--- src/rtl/fetch_unit.sv ---
// Instruction fetch stage: reads the PC, fetches from instruction memory, holds the word for decode.
// Optional memory timeout watchdog enabled by defining FETCH_TIMEOUT_EN.
module fetch_unit #(
  parameter int ADDR_W      = 8,
  parameter int INSTR_W     = 16,
  parameter int TIMEOUT_CYC = 15
) (
  input  logic               clk,
  input  logic               reset_n,
  input  logic               fetch_en,
  input  logic [ADDR_W-1:0]  pc,
  input  logic               flush,
  output logic [ADDR_W-1:0]  mem_addr,
  output logic               mem_rd,
  input  logic [INSTR_W-1:0] mem_rdata,
  input  logic               mem_ack,
  output logic               incr_pc,
  output logic [INSTR_W-1:0] ir,
  output logic [ADDR_W-1:0]  ir_pc,
  output logic               ir_valid,
  input  logic               ir_ready,
  output logic               fetch_err
);

  typedef enum logic [1:0] {IDLE, REQ, HOLD} state_t;

  state_t            state;
  state_t            state_next;
  logic [ADDR_W-1:0] addr_q;
  logic              addr_live;
  logic              drop;
  logic              timeout;

  if (TIMEOUT_CYC < 1 || TIMEOUT_CYC > 255) begin : g_timeout_range
    $error("fetch_unit: TIMEOUT_CYC must be within 1..255");
  end

  always_ff @(posedge clk or negedge reset_n) begin
    if (!reset_n) begin
      state <= IDLE;
    end else begin
      state <= state_next;
    end
  end

  always_comb begin
    state_next = state;
    case (state)
      IDLE: begin
        if (fetch_en && !flush) begin
          state_next = REQ;
        end
      end
      REQ: begin
        if (mem_ack) begin
          state_next = (drop || flush) ? IDLE : HOLD;
        end else if (timeout) begin
          state_next = IDLE;
        end
      end
      HOLD: begin
        if (flush) begin
          state_next = IDLE;
        end else if (ir_ready) begin
          state_next = fetch_en ? REQ : IDLE;
        end
      end
      default: state_next = IDLE;
    endcase
  end

  // A fetch issued straight out of HOLD drives the address from pc in its first
  // cycle, because the PC only finishes incrementing on the edge that enters REQ.
  always_comb begin
    mem_rd   = (state == REQ);
    ir_valid = (state == HOLD);
    mem_addr = (state == REQ && addr_live) ? pc : addr_q;
  end

  always_ff @(posedge clk or negedge reset_n) begin
    if (!reset_n) begin
      addr_q    <= '0;
      addr_live <= 1'b0;
      drop      <= 1'b0;
      incr_pc   <= 1'b0;
      ir        <= '0;
      ir_pc     <= '0;
    end else begin
      incr_pc <= 1'b0;
      case (state)
        IDLE: begin
          if (state_next == REQ) begin
            addr_q <= pc;
          end
        end
        REQ: begin
          addr_q    <= mem_addr;
          addr_live <= 1'b0;
          if (mem_ack) begin
            drop <= 1'b0;
            if (!drop && !flush) begin
              ir      <= mem_rdata;
              ir_pc   <= mem_addr;
              incr_pc <= 1'b1;
            end
          end else if (timeout) begin
            drop <= 1'b0;
          end else if (flush) begin
            // The read cannot be cancelled; remember to throw its data away.
            drop <= 1'b1;
          end
        end
        HOLD: begin
          if (state_next == REQ) begin
            addr_live <= 1'b1;
          end
        end
        default: ;
      endcase
    end
  end

`ifdef FETCH_TIMEOUT_EN
  logic [7:0] wait_cnt;

  assign timeout = (state == REQ) && !mem_ack && (wait_cnt == 8'(TIMEOUT_CYC - 1));

  always_ff @(posedge clk or negedge reset_n) begin
    if (!reset_n) begin
      wait_cnt  <= '0;
      fetch_err <= 1'b0;
    end else begin
      if (state == REQ && state_next == REQ) begin
        wait_cnt <= wait_cnt + 8'd1;
      end else begin
        wait_cnt <= '0;
      end
      if (timeout) begin
        fetch_err <= 1'b1;
      end
    end
  end
`else
  assign timeout   = 1'b0;
  assign fetch_err = 1'b0;
`endif

endmodule

--- config.mk ---
export PLATFORM = sky130hd
export DESIGN_NAME = fetch_unit
export DESIGN_NICKNAME = d
export VERILOG_FILES = /design/src/rtl/fetch_unit.sv
export SDC_FILE = /design/constraint.sdc
export NUM_CORES = 1
export LEC_CHECK = 0
export ABC_CLOCK_PERIOD_IN_PS = 1420
export CORE_MARGIN = 2
export CORE_UTILIZATION = 39
export CTS_CLUSTER_DIAMETER = 30
export DETAILED_ROUTE_END_ITERATION = 16
export GPL_ROUTABILITY_DRIVEN = 0
export PLACE_DENSITY = 0.76
export SLEW_MARGIN = 20
export SYNTH_ARGS = -nofsm -noshare
export SYNTH_HDL_FRONTEND = slang
export SYNTH_SLANG_ARGS = --single-unit
export TNS_END_PERCENT = 20
--- constraint.sdc ---
create_clock -name clk -period 1.42 [get_ports clk]
set_input_delay 0.213 -clock clk [delete_from_list [all_inputs] [get_ports clk]]
set_output_delay 0.213 -clock clk [all_outputs]
set_load 0.02 [all_outputs]
# Word level (Yosys, flattened, before mapping)
# Cells that the tools add are included.
[word_totals] regBits=37 out_inout_bits=36 wordCells=43
[op_classes] eq_ne=5 n_mux=17 n_reduce_logical=14
[ops] op="2-to-1 mux 8 bit" n=2
[ops] op="one-hot mux 8 bit (2 select lines)" n=1
[ops] op="2-to-1 mux 2 bit" n=5
[ops] op="2-to-1 mux 1 bit" n=7
[ops] op="one-hot mux 2 bit (3 select lines)" n=1
[ops] op="AND reduction 2 bit" n=3
[ops] op="nonzero test 2 bit" n=3
[ops] op="== test 2 x 1 -> 1 bit (second input constant)" n=2
[ops] op="logical AND 1 bit" n=3
[ops] op="AND reduction 3 bit" n=1
[ops] op="== test 2 bit (second input constant)" n=1
[ops] op="zero test 1 bit" n=2
[ops] op="zero test 2 bit" n=1
[ops] op="inequality test 2 x 1 -> 1 bit (second input constant)" n=1
[ops] op="inequality test 2 bit (second input constant)" n=1
[ops] op="one-hot mux 1 bit (2 select lines)" n=1
[ops] op="logical OR 1 bit" n=1

# Longest topological paths before layout
[depth] ltp_word=7 mapped_depth=6 mapped_depth_nobuf=4

# Worst setup path before layout
# No wires, ideal clock.
[synth_path] path_kind="register to register" startpoint="register state[0]" endpoint="register ir[0]" arrival_ns=1.312 setup_slack_ns=-0.017 path_stages_with_launch=7 path_buffers=2 cell_sequence="dfrtp_1 > buf_6 > nand2b_4 > clkinv_2 > nand3_4 > buf_6 > mux2_4"
[synth_between] elab_chain_len=2
[synth_lines] element="start, declared" line="27" source="state_t state;"
[synth_lines] element="start signal, assigned" line="42" source="state <= state_next;"
[synth_lines] element="== test 2 x 1 -> 1 bit"
[synth_lines] element="named net mem_rd" line="14" source="output logic mem_rd,"
[synth_lines] element="AND reduction 3 bit (no source line)"
[synth_lines] element="end signal, assigned" line="102" source="ir <= mem_rdata;"
[synth_lines] element="end, declared" line="18" source="output logic [INSTR_W-1:0] ir,"
# The timed path passes the listed nets, and every way through them passes these cells.
# A chain may end at the register's enable or synchronous reset.

# Worst setup path after layout
[layout_path] startpoint="register state[1]" endpoint="output mem_addr[1]"
[layout_between] elab_chain_len=3
[layout_lines] element="== test 2 x 1 -> 1 bit" line="77" source="mem_addr = (state == REQ && addr_live) ? pc : addr_q;"
[layout_lines] element="logical AND 1 bit" line="77"
[layout_lines] element="2-to-1 mux 8 bit" line="77"
[layout_lines] element="end, declared" line="13" source="output logic [ADDR_W-1:0] mem_addr,"
# No other way between the ends.

==> impl_metrics.ini <==
[power_and_ir_drop]
p_switching_w = 0.001619
swShare_pct = 33.14
max-vdd-ir-drop_mv = 0.8328
power.density_nw_per_um2 = 1771
p_int_w = 0.003266
p_clk_share_pct = 17.9
p_leak_nw = 1.433
p_seq_share_pct = 35.4
p_comb_share_pct = 46.7

[clock_tree]
cts_buffer_depth = 2
cts_tree = built
ctsHtreeMaxLevel = 2
cts_buffers = 5
clkTransAtPathRegs_ns = 0.07
clkLatencyLatePin_ns = 0.28
cts_root_buf = clkbuf_8
cts.sinks = 37

[yosys]
yosysUniqueCellTypes = 18
yosysTopAreaCellShare_pct = 52.56
synth-edff-count = 0
yosysSeqAreaShare_pct = 52.56
syn_area_per_cell_um2 = 16.02
synthesis.area_um2 = 1762
ys_seq_elements = 37
synth.most_common_cell = dfrtp_1
ys_async_sr_fraction_pct = 100.0
synth_top_area_cell = dfrtp_1
syn_nets = 140
yosys_most_used_dff = dfrtp_1
netlist_top_cells_count = dfrtp_1, mux2_4, mux2_2
synthCells = 110
yosysWarnings = 0
synth_area_leaders = dfrtp_1, mux2_4, mux2_2, buf_6, nand3b_4

[sta]
fmaxAchievable_ghz = 0.6166
fin_skew_ns = 0.005350
fin_crit_ns = 1.622
rsz0062_at_grt = yes
hold_viol_final = 0
setup_slack_ns = -0.2019
maxSlewViolCount = 0
worst_hold_slack_ns = 0.3211
finalSetupViolCount = 41
post-route-period-util_pct = 114.2

[route]
via_count = 1238
first_pass_iters = 4
wl_mm = 3.987
drt_iter0_markers = 45
wl_per_cell_um = 15.45
viasPerCell = 4.798
route.detailed.drc = 0
antenna_left = 0

[critical_path]
slowest_delay_ns = 0.41
worstPathMaxFanout = 5
path_buf_inv = 1
worstReg2RegStart = state[0]$_DFF_PN0_
crit_arrival_ns = 1.41
path_cells = nand3b_4, mux2_2, buf_4
required_ns = 1.21
cp_top_family = flip-flops
reg2reg_to = ir_pc[1]$_DFFE_PN0P_
crit_path_top_delay_cell = dfrtp_1
crit_type = reg -> out
cp-end-kind = output port
reg2reg_depth = 6
worst_setup_path_start_kind = flop
path_depth = 3
ff2ff_setup_slack_ns = -0.10

[global_routing]
antenna_found_initial = 0
grtUsageTotal_pct = 16.88
grt-ovfl-total = 0
grt_first_pass_wirelength_mm = 6.582
grt_start_max_net_pins = 19
grt_pass1_vias = 1343

[layout]
syn_to_final_growth_pct = 56.61
drive_above_1_share_pct = 50.00
nNetsFinal = 236
diodes = 0
postLayoutCoreUtil_pct = 63.36
fin_area_um2 = 2759

[floorplanning]
core-area_um2 = 4354
io-pin-count = 66
start_util_pct = 40.46
die_h_um = 71.21
num_rows = 24
die_area_um2 = 5071
die_width_um = 71.21

[placed_design]
pre_cts_slack_ns = -0.4295
portBuffers = 64
hpwl_mm = 2.915
placed_area_um2 = 2638

[min_path]
hold_path_class = in -> async

[flow_run]
maxCapViolCount = 0

[run_status]
violations = negative setup slack
status = finished with violations
state kept, by name (all words and copies together) (netlist names):
register and count:
addr_live 1, drop 1, incr_pc 1, state 2, addr_q 8, ir_pc 8, ir 16
final cells by class:
| cell class | instances | area (µm²) |
|---|---|---|
| fill | 347 | 1595 |
| sequential | 37 | 928.4 |
| timing repair buffer | 94 | 842.1 |
| multi-input combinational | 64 | 803.3 |
| clock buffer | 5 | 68.82 |
| tap | 52 | 65.06 |
| clock inverter | 2 | 35.03 |
| inverter | 4 | 16.27 |
what timing repair did:
| item | CTS | global route |
|---|---|---|
| endpoints found under the setup margin | 67 | 42 |
| hold buffers | 1 | 0 |
| pin swaps | 1 | 0 |
| resized for setup | 78 | 8 |
| endpoints found under the hold margin | 9 | 0 |
| buffers inserted | 0 | 1 |
| cloned | 1 | 0 |
worst max-delay path by stage:
| stage | start | end | slack (ns) |
|---|---|---|---|
| 6_report | state[1]$_DFF_PN0_ | mem_addr[1] | -0.20 |
| 3_5_place_dp | flush | addr_q[5]$_DFFE_PN0P_ | -0.43 |
| 5_1_grt | state[1]$_DFF_PN0_ | mem_addr[0] | -0.26 |
| 4_1_cts | state[1]$_DFF_PN0_ | mem_addr[5] | -0.21 |
| 2_1_floorplan | state[0]$_DFF_PN0_ | ir[10]$_DFFE_PN0P_ | 0.006 |
| 3_3_place_gp | flush | addr_q[5]$_DFFE_PN0P_ | -0.37 |
cell families after synthesis:
kind of cell	synth area share (%)
AND/OR/NAND/NOR	4.119
multiplexers	36.22
other	0.2129
AO/OA/AOI/OAI	2.557
buffers and inverters	4.332
flip-flops	52.56
per-layer routing:
layer	global-route usage, %	wire length (µm)
met5	0	0
met4	4.403	47
met3	5.767	288
met2	27.78	1976
met1	21.42	1675
power by group through the flow:
stage	registers (W)	clock network (W)	logic (W)
after global placement	0.00173	0	0.00249
after global routing	0.00181	0.000950	0.00241
after floorplan	0.00215	0	0.000912
after detailed placement	0.00175	0	0.00253
final	0.00173	0.000874	0.00228
after CTS	0.00173	0.000902	0.00227
stage by stage:
step           total power (W)  setup TNS (ns)  cells
2_1_floorplan         0.003060               0    110
3_3_place_gp          0.004221          -8.493    248
3_5_place_dp          0.004279          -9.835    248
4_1_cts               0.004900          -3.758    257
5_1_grt               0.005162          -5.336    258
6_report              0.004885          -3.546    258
cells in the final DEF (no fill, tap or decap), drive strengths merged:
cell / instances
clkbuf: 5
dlygate4sd2: 25
dlygate4sd3: 1
clkinv: 2
buf: 40
conb: 1
o32ai: 1
o41ai: 2
bufinv: 1
dfrtp: 37
nor2: 3
nand2b: 2
nand3: 1
mux2: 48
o31a: 1
a21oi: 2
clkdlybuf4s50: 28
nand2: 1
nand3b: 2
inv: 3
(Power assumes the default switching activity.)
